--- src/rtl/cmp_share_arbiter.sv ---
// Round-robin arbiter that lends one unsigned W-bit comparator to N requesters.
// One request is in flight at a time: IDLE (grant) -> COMPARE -> RESPOND (hold until consumed).
module cmp_share_arbiter #(
  parameter int N = 4,
  parameter int W = 2,
  localparam int IDW = (N > 1) ? $clog2(N) : 1
) (
  input  logic           clk,
  input  logic           rst,
  input  logic [N-1:0]   req_valid,
  input  logic [N*W-1:0] req_a,
  input  logic [N*W-1:0] req_b,
  output logic [N-1:0]   req_ready,
  output logic           rsp_valid,
  input  logic           rsp_ready,
  output logic [IDW-1:0] rsp_id,
  output logic           rsp_gt,
  output logic           rsp_eq,
  output logic           rsp_lt,
  output logic           busy
);

  typedef enum logic [1:0] {
    IDLE    = 2'd0,
    COMPARE = 2'd1,
    RESPOND = 2'd2
  } state_e;

  state_e         state_q;
  logic [IDW-1:0] rr_ptr_q;
  logic [IDW-1:0] gid_q;
  logic [W-1:0]   a_q;
  logic [W-1:0]   b_q;
  logic           rsp_valid_q;
  logic [IDW-1:0] rsp_id_q;
  logic           rsp_gt_q;
  logic           rsp_eq_q;
  logic           rsp_lt_q;

  logic [IDW-1:0] grant_idx;
  logic           grant_any;
  logic [IDW-1:0] rr_ptr_d;

  logic [W-1:0]   a_arr [N];
  logic [W-1:0]   b_arr [N];

  // Both operands are < N, so a single conditional subtraction implements mod N.
  function automatic logic [IDW-1:0] wrap_add(input logic [IDW-1:0] base,
                                              input int unsigned     off);
    int unsigned s;
    s = 32'(base) + off;
    if (s >= 32'(N)) s = s - 32'(N);
    return s[IDW-1:0];
  endfunction

  genvar gi;
  generate
    for (gi = 0; gi < N; gi++) begin : g_slice
      assign a_arr[gi] = req_a[gi*W +: W];
      assign b_arr[gi] = req_b[gi*W +: W];
    end
  endgenerate

  // Scan downward so the last hit is the nearest valid index at or after rr_ptr.
  always_comb begin
    grant_idx = '0;
    grant_any = 1'b0;
    for (int k = N - 1; k >= 0; k--) begin
      if (req_valid[wrap_add(rr_ptr_q, k)]) begin
        grant_idx = wrap_add(rr_ptr_q, k);
        grant_any = 1'b1;
      end
    end
  end

  generate
    for (gi = 0; gi < N; gi++) begin : g_ready
      assign req_ready[gi] = !rst && (state_q == IDLE) && grant_any &&
                             (grant_idx == IDW'(gi));
    end
  endgenerate

  assign rr_ptr_d = wrap_add(gid_q, 1);

  always_ff @(posedge clk or posedge rst) begin
    if (rst) begin
      state_q     <= IDLE;
      rr_ptr_q    <= '0;
      gid_q       <= '0;
      a_q         <= '0;
      b_q         <= '0;
      rsp_valid_q <= 1'b0;
      rsp_id_q    <= '0;
      rsp_gt_q    <= 1'b0;
      rsp_eq_q    <= 1'b0;
      rsp_lt_q    <= 1'b0;
    end else begin
      case (state_q)
        IDLE: begin
          if (grant_any) begin
            a_q     <= a_arr[grant_idx];
            b_q     <= b_arr[grant_idx];
            gid_q   <= grant_idx;
            state_q <= COMPARE;
          end
        end
        COMPARE: begin
          rsp_gt_q    <= (a_q > b_q);
          rsp_eq_q    <= (a_q == b_q);
          rsp_lt_q    <= (a_q < b_q);
          rsp_id_q    <= gid_q;
          rsp_valid_q <= 1'b1;
          state_q     <= RESPOND;
        end
        RESPOND: begin
          if (rsp_ready) begin
            rsp_valid_q <= 1'b0;
            rsp_id_q    <= '0;
            rsp_gt_q    <= 1'b0;
            rsp_eq_q    <= 1'b0;
            rsp_lt_q    <= 1'b0;
            rr_ptr_q    <= rr_ptr_d;
            state_q     <= IDLE;
          end
        end
        default: begin
          rsp_valid_q <= 1'b0;
          state_q     <= IDLE;
        end
      endcase
    end
  end

  assign busy      = (state_q != IDLE);
  assign rsp_valid = rsp_valid_q;
  assign rsp_id    = rsp_id_q;
  assign rsp_gt    = rsp_gt_q;
  assign rsp_eq    = rsp_eq_q;
  assign rsp_lt    = rsp_lt_q;

endmodule

--- config.mk ---
export PLATFORM = sky130hd
export DESIGN_NAME = cmp_share_arbiter
export DESIGN_NICKNAME = d
export VERILOG_FILES = /design/src/rtl/cmp_share_arbiter.sv
export SDC_FILE = /design/constraint.sdc
export NUM_CORES = 1
export LEC_CHECK = 0
export ABC_AREA = 1
export CAP_MARGIN = 40
export CORE_ASPECT_RATIO = 1.1
export CORE_MARGIN = 2
export CORE_UTILIZATION = 45
export DETAILED_ROUTE_END_ITERATION = 10
export MAX_ROUTING_LAYER = met4
export PLACE_DENSITY_LB_ADDON = 0.05
export SYNTH_ARGS = -nofsm -noshare
export SYNTH_HDL_FRONTEND = slang
export SYNTH_SLANG_ARGS = --single-unit
--- constraint.sdc ---
create_clock -name clk -period 3.2 [get_ports clk]
set_input_delay 0.96 -clock clk [delete_from_list [all_inputs] [get_ports clk]]
set_output_delay 0.96 -clock clk [all_outputs]
set_load 0.02 [all_outputs]
==> summary.txt <==
outcome = finished, final reports clean
initial antenna violation count = 0
Crit Path Max Fanout = 4
Routed Antenna Nets = 0
maximum clock insertion buffer count = 2
max_cap viols = 0
Seq/Total Area, Yosys = 34.4%
Cell Pwr Density = 1120 nW/um^2
post-layout minimum cycle time = 3.11 ns
Critical Path End Type = primary output
n_diodes = 0
hold buffers post-CTS = 0
routed vias = 1207
Critical Path AT = 2.15 ns
Req. time, crit path = 2.24 ns
Inst Count DP = 242
Worst-Margin Slew = 0.461 ns
P_leak = 0.897 nW
worst hold path type = reg2reg
total gr overflow = 0
Crit Path Class = in2out
post-layout net count = 245
# fillers = 224
clock skew = 0.00411 ns
via/cell ratio = 4.83
flops & latches, synth = 16
hold depth = 2
cts bufs inserted = 3
H-tree depth = 1
clock latency on the worst-skew pair = 0.29 ns
Worst R2R Path Depth = 17
synth warn = 0
Cell Rows = 19
vias in the first global route = 1180
WHS = 0.477 ns
area share of the largest cell type after synthesis = 34.4%
Routed wire per std cell = 11.1 um
Avg Cell Area, Syn = 6.92 sq um
Ports = 34
Mapped Cells = 168
largest cells by area after synthesis = dfrtp_1, nand2_1, inv_1
initial core utilization = 47.0%
area of the die = 3010 sq um
Die Width = 52.5 um
root buf cell = clkbuf_4
GP Congestion = 0.766
CP Launch Type = input port
Max-Slew Margin vs Limit = 68.9%
Finished Layout Cells = 250
post-synth net total = 193
Util after Layout = 68.1%
most frequent cells in the layout = nand2_1, inv_1, clkdlybuf4s50_1
Hold Fails Final Rpt = 0
first-pass GRT wire length = 4.70 mm
most common cell after layout, fill and taps aside = nand2_1
CTS tree = yes
final setup vio count = 0
layout cell share with drive strength beyond 1 = 26.0%
HPWL after DPL = 2.13 mm
largest net degree at the start of global routing = 17
final WL = 2.79 mm
cell taking the most area after synthesis = dfrtp_1
max-slew violation count = 0
period utilization = 97.1%
clk slew on worst S/H paths = 0.10 ns
synth-to-layout area growth = 44.9%
Mapped Area = 1160 sq um
Total GRT Usage = 21.0%
Buffers on Ports = 33
DRC = 0
RSZ-0062 raised after global routing = yes
core area = 2470 sq um
Max Clock Freq = 0.322 GHz
Clock Sinks = 16
First DRT Iteration DRCs = 20
Synth cell types = 25
die outline height = 57.3 um
Fin Setup TNS = 0 ns
Worst VDD drop = 0.794 mV
Initial DRT Pass Iterations = 3
-- layer usage --
metal / GRT usage (%) / routed length [um] / vias up
met5: - / 0 / -
met4: 3.30 / 0 / 0
met3: 3.93 / 86 / 0
met2: 38.9 / 1530 / 19
met1: 23.2 / 1170 / 565
li1: - / - / 623
-- timing repair --
action	in CTS	in global routing
gates resized for setup	47	4
hold endpoints to repair	0	0
endpoints found under the setup margin	4	4
pin swaps	14	4
cloned	0	0
setup buffers	4	0
-- flip-flops by register name, indices dropped and copies added, names as in the netlist --
| register | count |
|---|---|
| state_q | 2 |
| rsp_gt | 1 |
| gid_q | 2 |
| rsp_lt | 1 |
| rr_ptr_q | 2 |
| b_q | 2 |
| rsp_eq | 1 |
| rsp_id | 2 |
| rsp_valid | 1 |
| a_q | 2 |
-- path summary, 6_finish.rpt --
path | slack (ns) | end | startpoint
max in group asynchronous | 1.89 | rr_ptr_q[0] | rst
hold / removal | 0.48 | rsp_valid | rsp_valid
min in group asynchronous | 1.11 | a_q[1] | rst
setup / recovery | 0.09 | req_ready[2] | req_valid[0]
hold reg to reg | 0.48 | rsp_valid | rsp_valid
setup reg to reg | 1.22 | b_q[0] | rr_ptr_q[0]
-- Yosys cell counts (all sizes together) --
master  number
a21oi        3
buf          2
nor4         2
and2         2
nand3       19
dfrtp       16
o22ai        3
nand2       62
clkinv       2
ha           2
inv         32
nor2         9
xnor2        1
a21boi       1
o21ai       12
-- power by group --
part / switching, W / leakage [nW] / internal [W]
registers: 0.0000806 / 0.199 / 0.000302
clock network: 0.0000692 / 0.0210 / 0.0000693
logic: 0.000763 / 0.677 / 0.000609
total: 0.000913 / 0.897 / 0.000980
-- layout make-up --
cell class	count	area, sq um	share of cell area (%)
multi-input cells	116	642	38.1
clock buffers	4	36.3	2.15
well taps	31	38.8	2.30
flip-flops and latches	16	402	23.8
repair buffers	49	433	25.7
inverters	34	133	7.88
-- cell families (layout without fill, tap and decap cells) --
family | Yosys count | in the layout | synth area share, %
flip-flops | 16 | 16 | 34.4
buffers and inverters | 36 | 87 | 13.7
AO/OA/AOI/OAI | 19 | 19 | 9.04
AND/OR/NAND/NOR | 94 | 94 | 39.9
XOR/XNOR | 1 | 1 | 0.754
adder cells (fa/ha/maj) | 2 | 2 | 2.15
-- worst max-delay path, stage by stage --
cell	delay, ns
buf_2	0.10
inv_1	0.04
nand2_1	0.06
and2_4	0.18
nand2_4	0.06
nand2_4	0.05
clkinv_4	0.05
buf_12	0.09
nand2_4	0.05
nand2_4	0.08
nand2_4	0.07
nor4_2	0.15
buf_4	0.19
-- stage by stage --
| stage | setup slack [ns] | total power [W] | area [sq um] |
|---|---|---|---|
| after floorplan | 0.0417 | 0.00123 | 1160 |
| after global placement | -0.682 | 0.00160 | 1600 |
| after detailed placement | -0.711 | 0.00164 | 1600 |
| after CTS | 0.0711 | 0.00189 | 1670 |
| after global routing | -0.000194 | 0.00207 | 1680 |
| final | 0.0939 | 0.00189 | 1680 |
Note: power is estimated with default switching activity, not from simulation.
